### config.mk
export PLATFORM = sky130hd
export DESIGN_NAME = spi_pwm_bank
export DESIGN_NICKNAME = d
export VERILOG_FILES = /design/src/rtl/spi_pwm_bank.sv
export SDC_FILE = /design/constraint.sdc
export NUM_CORES = 1
export LEC_CHECK = 0
export ABC_AREA = 1
export BUFFER_PORTS_ARGS = -buffer_cell sky130_fd_sc_hd__buf_2
export CAP_MARGIN = 20
export CORE_ASPECT_RATIO = 0.6
export CORE_MARGIN = 4
export CORE_UTILIZATION = 55
export CTS_BUF_LIST = sky130_fd_sc_hd__clkbuf_2 sky130_fd_sc_hd__clkbuf_4 sky130_fd_sc_hd__clkbuf_8
export DETAILED_ROUTE_END_ITERATION = 10
export GPL_TIMING_DRIVEN = 0
export PLACE_DENSITY = 0.73
export SLEW_MARGIN = 15
export SYNTH_ARGS = -nofsm -noshare
export SYNTH_HDL_FRONTEND = slang
export SYNTH_SLANG_ARGS = --single-unit
### constraint.sdc
create_clock -name clk -period 1.7 [get_ports clk]
set_input_delay 0.085 -clock clk [delete_from_list [all_inputs] [get_ports clk]]
set_output_delay 0.085 -clock clk [all_outputs]
set_load 0.005 [all_outputs]
### src/rtl/spi_pwm_bank.sv
// spi_pwm_bank: bit-serial command port writing duty values into a bank of
// double-buffered PWM channels sharing one prescaled counter.
// Frames are enable-framed, LSB first: {address, duty}. Address 0 broadcasts.
// Optional build macro SPI_PWM_BLANK_EN forces pwm_out low while enable is high.
module spi_pwm_bank #(
    parameter int CHANNELS   = 3,
    parameter int PWM_WIDTH  = 8,
    parameter int ADDR_WIDTH = 8,
    parameter int PRESCALE   = 1,
    parameter int RESET_DUTY = 0
) (
    input  logic                clk,
    input  logic                rst,
    input  logic                enable,
    input  logic                data,
    output logic [CHANNELS-1:0] pwm_out,
    output logic                frame_valid,
    output logic                frame_err
);

    localparam int FRAME_BITS = ADDR_WIDTH + PWM_WIDTH;
    // bit_cnt must reach FRAME_BITS+1 so over-long frames stay distinguishable
    localparam int BC_W       = $clog2(FRAME_BITS + 2);
    localparam logic [BC_W-1:0] BC_FULL = BC_W'(FRAME_BITS);
    localparam logic [BC_W-1:0] BC_SAT  = BC_W'(FRAME_BITS + 1);
    localparam int PS_W       = (PRESCALE > 1) ? $clog2(PRESCALE) : 1;
    localparam logic [PS_W-1:0] PS_LAST = PS_W'(PRESCALE - 1);
    localparam logic [PWM_WIDTH-1:0] CNT_MAX  = {PWM_WIDTH{1'b1}};
    localparam logic [PWM_WIDTH-1:0] DUTY_RST = PWM_WIDTH'(RESET_DUTY);

    logic [BC_W-1:0]       bit_cnt_reg;
    logic [FRAME_BITS-1:0] shift_reg;
    logic                  enable_prev_reg;
    logic                  frame_valid_reg;
    logic                  frame_err_reg;
    logic [PS_W-1:0]       prescale_reg;
    logic [PWM_WIDTH-1:0]  cnt_reg;

    logic                  commit;
    logic                  frame_ok;
    logic                  write_en;
    logic                  step;
    logic                  wrap;
    logic [ADDR_WIDTH-1:0] frame_addr;
    logic [PWM_WIDTH-1:0]  frame_duty;

    // Commit fires on the first low enable sample after a high one
    assign commit     = !enable && enable_prev_reg;
    assign frame_ok   = (bit_cnt_reg == BC_FULL);
    assign write_en   = commit && frame_ok;
    assign frame_addr = shift_reg[FRAME_BITS-1:PWM_WIDTH];
    assign frame_duty = shift_reg[PWM_WIDTH-1:0];
    assign step       = (prescale_reg == PS_LAST);
    assign wrap       = step && (cnt_reg == CNT_MAX);

    // Serial receiver: place each bit at bit_cnt, saturate the count, clear on commit
    always_ff @(posedge clk) begin
        if (rst) begin
            bit_cnt_reg     <= '0;
            shift_reg       <= '0;
            enable_prev_reg <= 1'b0;
        end else begin
            enable_prev_reg <= enable;
            if (enable) begin
                for (int b = 0; b < FRAME_BITS; b++) begin
                    if (bit_cnt_reg == BC_W'(b)) begin
                        shift_reg[b] <= data;
                    end
                end
                if (bit_cnt_reg != BC_SAT) begin
                    bit_cnt_reg <= bit_cnt_reg + BC_W'(1);
                end
            end else if (commit) begin
                bit_cnt_reg <= '0;
            end
        end
    end

    // Frame status pulses, one cycle each, on the commit edge
    always_ff @(posedge clk) begin
        if (rst) begin
            frame_valid_reg <= 1'b0;
            frame_err_reg   <= 1'b0;
        end else begin
            frame_valid_reg <= commit && frame_ok;
            frame_err_reg   <= commit && !frame_ok;
        end
    end

    assign frame_valid = frame_valid_reg;
    assign frame_err   = frame_err_reg;

    // Shared PWM counter, advanced once every PRESCALE clocks, wrapping naturally
    always_ff @(posedge clk) begin
        if (rst) begin
            prescale_reg <= '0;
            cnt_reg      <= '0;
        end else if (step) begin
            prescale_reg <= '0;
            cnt_reg      <= cnt_reg + PWM_WIDTH'(1);
        end else begin
            prescale_reg <= prescale_reg + PS_W'(1);
        end
    end

    genvar gi;
    generate
        for (gi = 0; gi < CHANNELS; gi++) begin : g_ch
            logic [PWM_WIDTH-1:0] shadow_reg;
            logic [PWM_WIDTH-1:0] active_reg;
            logic                 pwm_reg;
            logic                 hit;

            assign hit = write_en &&
                         ((frame_addr == '0) || (frame_addr == ADDR_WIDTH'(gi + 1)));

            // Shadow takes commits; active copies shadow only at the period wrap,
            // so a commit on the wrap edge lands one period later
            always_ff @(posedge clk) begin
                if (rst) begin
                    shadow_reg <= DUTY_RST;
                    active_reg <= DUTY_RST;
                    pwm_reg    <= 1'b0;
                end else begin
                    if (wrap) begin
                        active_reg <= shadow_reg;
                    end
                    if (hit) begin
                        shadow_reg <= frame_duty;
                    end
`ifdef SPI_PWM_BLANK_EN
                    pwm_reg <= !enable && (cnt_reg < active_reg);
`else
                    pwm_reg <= (cnt_reg < active_reg);
`endif
                end
            end

            assign pwm_out[gi] = pwm_reg;
        end
    endgenerate

endmodule

# After elaboration in Yosys (flattened, before gate mapping)
# Cells that the tools add are included.
[word_totals] ff_bits=84 latch_bits=0 ramBits=0 rom_bits=0 input_bits=4 out_inout_bits=5 elab_cells=96 n_memories=0
[op_classes] addsub=3 multipliers=0 div=0 n_lt_le_gt_ge=3 eq_ne=22 shifts=0 n_mux=3 n_bitwise=1 reduce_logical=33
[op_table] op="== test 5 x 4 -> 1 bit (second input constant)" count=8
[op_table] op="AND reduction 2 bit" count=17
[op_table] op="< comparator 8 bit" count=3
[op_table] op="== test 5 x 3 -> 1 bit (second input constant)" count=4
[op_table] op="== test 8 x 2 -> 1 bit (second input constant)" count=2
[op_table] op="2-to-1 mux 5 bit" count=3
[op_table] op="== test 5 x 2 -> 1 bit (second input constant)" count=2
[op_table] op="adder 8 x 1 -> 8 bit (second input constant)" count=1
[op_table] op="== test 8 x 1 -> 1 bit (second input constant)" count=1
[op_table] op="== test 8 bit (second input constant)" count=1
[op_table] op="logical NOT 8 bit" count=1
[op_table] op="logical AND 1 bit" count=7
[op_table] op="adder 5 x 1 -> 5 bit (second input constant)" count=1
[op_table] op="== test 5 x 1 -> 1 bit (second input constant)" count=1
[op_table] op="== test 5 bit (second input constant)" count=1
[op_table] op="logical NOT 5 bit" count=1
[op_table] op="!= test 5 bit (second input constant)" count=1
[op_table] op="logical OR 1 bit" count=3
[op_table] op="logical NOT 1 bit" count=2
[op_table] op="!= test 2 x 1 -> 1 bit (second input constant)" count=1
[op_table] op="nonzero test 2 bit" count=1
[op_table] op="OR reduction 2 bit" count=1
[op_table] op="adder 1 bit (second input constant)" count=1
[op_table] op="NOT 1 bit" count=1

# Longest topological paths before layout
[depth] depth_word=4 ltp_mapped=8 depth_no_buf=7

# Worst setup path after synthesis
# No wires, ideal clock.
[synth_timing] kind="register -> register" start="reg cnt_reg[1]" end="reg g_ch[0].active_reg[0]" setup_ps=113 arrival_time_ps=1287 required_ps=1587 setup_slack_ps=300 path_stages_with_launch=9 path_buffers=2 synth_period_minus_slack_ps=1400 cell_sequence="dfxtp_1 -> ha_1 -> nand3_2 -> inv_1 -> nand4_1 -> buf_2 -> buf_6 -> nor2_1 -> nor2_1"
[synth_via] elab_chain_len=2
[synth_rtl] element="from (decl)" line_no="37" source="logic [PWM_WIDTH-1:0] cnt_reg;"
[synth_rtl] element="from (signal assigned)" line_no="100" source="cnt_reg <= cnt_reg + PWM_WIDTH'(1);"
[synth_rtl] element="== test 8 bit" line_no="54" source="assign wrap = step && (cnt_reg == CNT_MAX);"
[synth_rtl] element="logical AND 1 bit" line_no="54"
[synth_rtl] element="to (signal assigned)" line_no="126" source="active_reg <= shadow_reg;"
[synth_rtl] element="to (decl)" line_no="110" source="logic [PWM_WIDTH-1:0] active_reg;"
# Every way passes these cells.
# A chain may end at the register's enable or synchronous reset.

# Worst setup path after layout
[layout_timing] start="reg bit_cnt_reg[0]" end="reg bit_cnt_reg[4]"
[layout_via] elab_chain_len=3 elab_cells_between_ends=6 classes_between="1 x add/sub; 2 x eq/ne; 2 x mux; 1 x reduce/logical"
[layout_rtl] element="from (decl)" line_no="31" source="logic [BC_W-1:0] bit_cnt_reg;"
[layout_rtl] element="from (signal assigned)" line_no="71" source="bit_cnt_reg <= bit_cnt_reg + BC_W'(1);"
[layout_rtl] element="adder 5 x 1 -> 5 bit / != test 5 bit (equally long branches)" line_no="71, 70"
[layout_rtl] element="2-to-1 mux 5 bit / != test 2 x 1 -> 1 bit (equally long branches)"
[layout_rtl] element="2-to-1 mux 5 bit / AND reduction 2 bit (equally long branches)"
# Parallel ways exist; a longest one is shown, timed or not. The select of a mux whose other input is x is not followed.

==> reports/metrics.sh <==
OUTCOME='finished, final reports clean'
CPPEAKSTAGEDELAY_NS=0.42
AREA.GROWTH.SYNTH_TO_FINAL_PCT=10.04
CTS_TREE='done'
CP_COMMON_CELL='sky130_fd_sc_hd__ha_1'
HPWLAFTERDP_MM=7.287
P_PER_AREA_nW_PER_UM2=775.4
SYN_AVG_CELL_AREA_UM2=7.233
FIRST_GLOBAL_VIAS=3264
SYNTHESIZED_NET_COUNT=605
FINAL_LAYOUT_SIZE_SUFFIX_GT1_SHARE_PCT=12.31
ANT_NETS=0
FINAL.PERIOD_UTILIZATION_PCT=93.94
POST_SYNTH_CELL_TYPES=29
REMAINING_DRC_ERRORS=0
HTREE_LEVELS=3
CTS.SINKS=84
PLACE_CONGESTION=0.8840
CPLARGESTDELAYFAMILY='adder cells'
CELLLEAKAGEPOWER_nW=2.102
SETUP.WORST_PATH.START_CLASS='register'
DRV.MAX_CAP_VIOLATION_COUNT=0
COMBINATIONALPOWERSHARE_PCT=6.3
CRITICAL_PATH_CLASS='register to register'
WORSTPATHBUFFERINVERTERCOUNT=0
CORE-AREA_UM2=7297
TIMING.SETUP.TNS_NS=0
TIGHTEST_SLEW_NS=0.5891
CRITICAL-PATH-SLOWEST-CELL='sky130_fd_sc_hd__dfxtp_1'
LAYOUT.NETS=628
ROOT_BUFFER_MASTER='sky130_fd_sc_hd__clkbuf_8'
DRT_PRE_ANTENNA_ITERS=5
YS_SEQ_AREA_SHARE_PCT=40.51
WORSTPATHCELLLIST='ha_1, nand2_1, nor2_1, ha_1, nand3b_1, a21oi_1'
IO-PIN-COUNT=9
HOLD_PATH.STARTPOINT='rst'
GRT_FIRST_PASS_WIRELENGTH_MM=15.77
LAYOUT_COMMON_CELLS='119 x sky130_fd_sc_hd__nand2_1, 112 x sky130_fd_sc_hd__nor2_1, 79 x sky130_fd_sc_hd__dfxtp_1'
DIE_X_UM=120.2
NUMBER_OF_ANTENNA_VIOLATIONS_AT_THE_FIRST_CHECK_IN_GLOBAL_ROUTING=0
WL_PER_CELL_UM=13.75
SYN-INSTANCE-COUNT=574
FINALCRITICALPERIOD_NS=1.597
PLACEMENT.IO_BUFFERS=6
CTS_INSERTED_BUFFERS=9
VIAS_PER_CELL=5.180
CTSLONGESTPATHBUFFERS=2
SYNTH_WARNINGS=0
VIAS=3652
FF2FF_PATH_DEPTH=6
FINALCLOCKSKEW_NS=0.01203
WORSTSETUPSTARTPOINT='bit_cnt_reg[0]'
CLOCK_NETWORK_FRACTION_OF_DESIGN_POWER_PCT=37.2
SETUP-VIOLATIONS-FINAL=0
WORST_SETUP_HOLD_PATH_CLK_SLEW_NS=0.08
DRT_FIRST_ITER_VIOLATIONS=363
R2R-START='bit_cnt_reg[0]'
FINALWORSTSETUPSLACK_NS=0.1031
WHS_PATH_DEPTH=4
SETUP_REPAIR_AFTER_GLOBAL_ROUTING_MISSED_ITS_MARGIN='no'
START_UTIL_PCT=56.89
CP_DATA_REQUIRED_TIME_NS=1.99
VDD.IR_DROP.WORST_mV=0.5423
SLEW_HEADROOM_PCT=60.73
TIMING.CRITICAL_PATH.ARRIVAL_NS=1.89
SYNTH_SEQ_CELLS=84
SLEW_VIOLATIONS=0
GRT_USE_TOTAL_PCT=22.81
CATEGORY_OF_THE_WORST_SETUP_PATH_CAPTURE_POINT='register'
SWITCHING_POWER_uW=849.5
SYNTH.CELL_AREA_UM2=4151
HOLDCRITPATHCLASS='input pin to register'
PRECTSSETUPSLACK_NS=-0.1040
WIRE_LENGTH_REPORTED_BY_THE_DETAILED_ROUTER_MM=9.693
MAX_CLOCK_FREQ_MHz=626.2
PWR-SHARE-SEQ_PCT=56.5
ROWS=24
TIMING_HOLD_VIOLATIONS_FINAL=0
DIE_HEIGHT_UM=75.30
FINALNONFILLERCELLS=705
CELLINTERNALPOWER_mW=2.692
INSERTION_DELAY_NS=0.36
TOTAL_STAGE_COUNT_OF_THE_CRITICAL_PATH=6
GRT_REMAINING_OVERFLOW=0
POWER.SWITCHING_FRACTION_PCT=23.98
ANTENNA-DIODE-COUNT=0
LARGEST_NET_DEGREE_AT_THE_START_OF_GLOBAL_ROUTING=13
PATH_MAX_FANOUT=6
MOSTFREQUENTLAYOUTCELL='sky130_fd_sc_hd__nand2_1'
DIE_AREA_UM2=9047
DP_CELLS=684
-- path summary, 6_finish.rpt --
kind,end,slack (ns)
hold / removal,g_ch[2].active_reg[4],0.10
setup / recovery,bit_cnt_reg[4],0.10
hold reg to reg,shift_reg[2],0.48
setup reg to reg,bit_cnt_reg[4],0.10
-- cells in the mapped netlist --
library cell	instances	area [um^2]
sky130_fd_sc_hd__nor2_8	1	20.02
sky130_fd_sc_hd__dfxtp_1	84	1682
sky130_fd_sc_hd__buf_2	4	20.02
sky130_fd_sc_hd__nand3_1	47	235.2
sky130_fd_sc_hd__nand2_2	1	6.260
sky130_fd_sc_hd__nand3_2	3	30.03
sky130_fd_sc_hd__o21bai_1	1	7.510
sky130_fd_sc_hd__conb_1	1	3.750
sky130_fd_sc_hd__ha_1	27	337.8
sky130_fd_sc_hd__buf_6	8	90.09
sky130_fd_sc_hd__or2_2	1	6.260
sky130_fd_sc_hd__nor2_4	8	90.09
sky130_fd_sc_hd__nor2_2	4	25.02
sky130_fd_sc_hd__inv_1	60	225.2
sky130_fd_sc_hd__a21oi_1	38	190.2
sky130_fd_sc_hd__nand2_1	119	446.7
sky130_fd_sc_hd__nand3b_1	1	7.510
sky130_fd_sc_hd__nand3_4	1	17.52
sky130_fd_sc_hd__o21ai_0	21	105.1
sky130_fd_sc_hd__nand4_1	10	62.56
sky130_fd_sc_hd__nand4_4	1	21.27
sky130_fd_sc_hd__nor3_1	2	10.01
sky130_fd_sc_hd__clkbuf_1	5	18.77
sky130_fd_sc_hd__inv_2	5	18.77
sky130_fd_sc_hd__buf_1	4	15.01
sky130_fd_sc_hd__xor2_1	1	8.760
sky130_fd_sc_hd__buf_4	3	22.52
sky130_fd_sc_hd__nor2_1	112	420.4
sky130_fd_sc_hd__o21a_1	1	7.510
-- cell families after synthesis --
logic type / share of synthesized area, %
simple gates: 33.70
other cells: 0.09033
buf+inv: 9.886
xor+xnor: 0.2110
fa+ha+maj: 8.137
flops: 40.51
compound gates: 7.474
-- per-layer routing --
metal	vias up	part of all wire [%]	global-route usage (%)
met3	10	8.3	7.715
met2	106	41	33.46
li1	1859	-	-
met4	0	0.74	6.853
met1	1677	50	32.13
met5	-	0	0
-- worst register-to-register path: stages, from the launching register on --
cell	delay, ns
sky130_fd_sc_hd__dfxtp_1	0.42
sky130_fd_sc_hd__ha_1	0.34
sky130_fd_sc_hd__nand2_1	0.12
sky130_fd_sc_hd__nor2_1	0.12
sky130_fd_sc_hd__ha_1	0.25
sky130_fd_sc_hd__nand3b_1	0.16
sky130_fd_sc_hd__a21oi_1	0.14
-- final cells by class --
class,count,area (um^2)
multi-input cells,401,2074
repair buffers,12,77.57
well taps,104,130.1
flip-flops and latches,84,1693
fillers,677,2729
clock buffers,13,166.4
plain buffers,24,172.7
clock inverters,2,10.01
inverters,65,244.0
-- stage by stage --
| stage | utilization, % | cell area (um^2) | hold WS, ns | power [mW] |
|---|---|---|---|---|
| after floorplan | - | 4151 | 0.2596 | 2.188 |
| after global placement | 59.09 | 4312 | 0.3728 | 2.244 |
| after detailed placement | 59.09 | 4312 | 0.3853 | 2.249 |
| after CTS | 61.68 | 4501 | 0.08219 | 3.552 |
| after global routing | 62.60 | 4568 | 0.1119 | 3.689 |
| final | 62.60 | 4568 | 0.1004 | 3.542 |
-- power groups by stage --
stage / logic [mW] / clock network (mW) / registers, mW
3_3_place_gp: 0.192 / 0 / 2.05
4_1_cts: 0.200 / 1.35 / 2.01
6_report: 0.224 / 1.32 / 2.00
3_5_place_dp: 0.197 / 0 / 2.05
2_1_floorplan: 0.144 / 0 / 2.04
5_1_grt: 0.249 / 1.44 / 2.00
-- what timing repair did --
action                     CTS  global route
hold endpoints to repair     1             0
resized for setup            2            12
hold buffers                 1             0
gates cloned                 0             0
setup buffers                0             5
pin swaps                    0             1
setup endpoints to repair   20            42
Power figures use the tool's default switching activity.
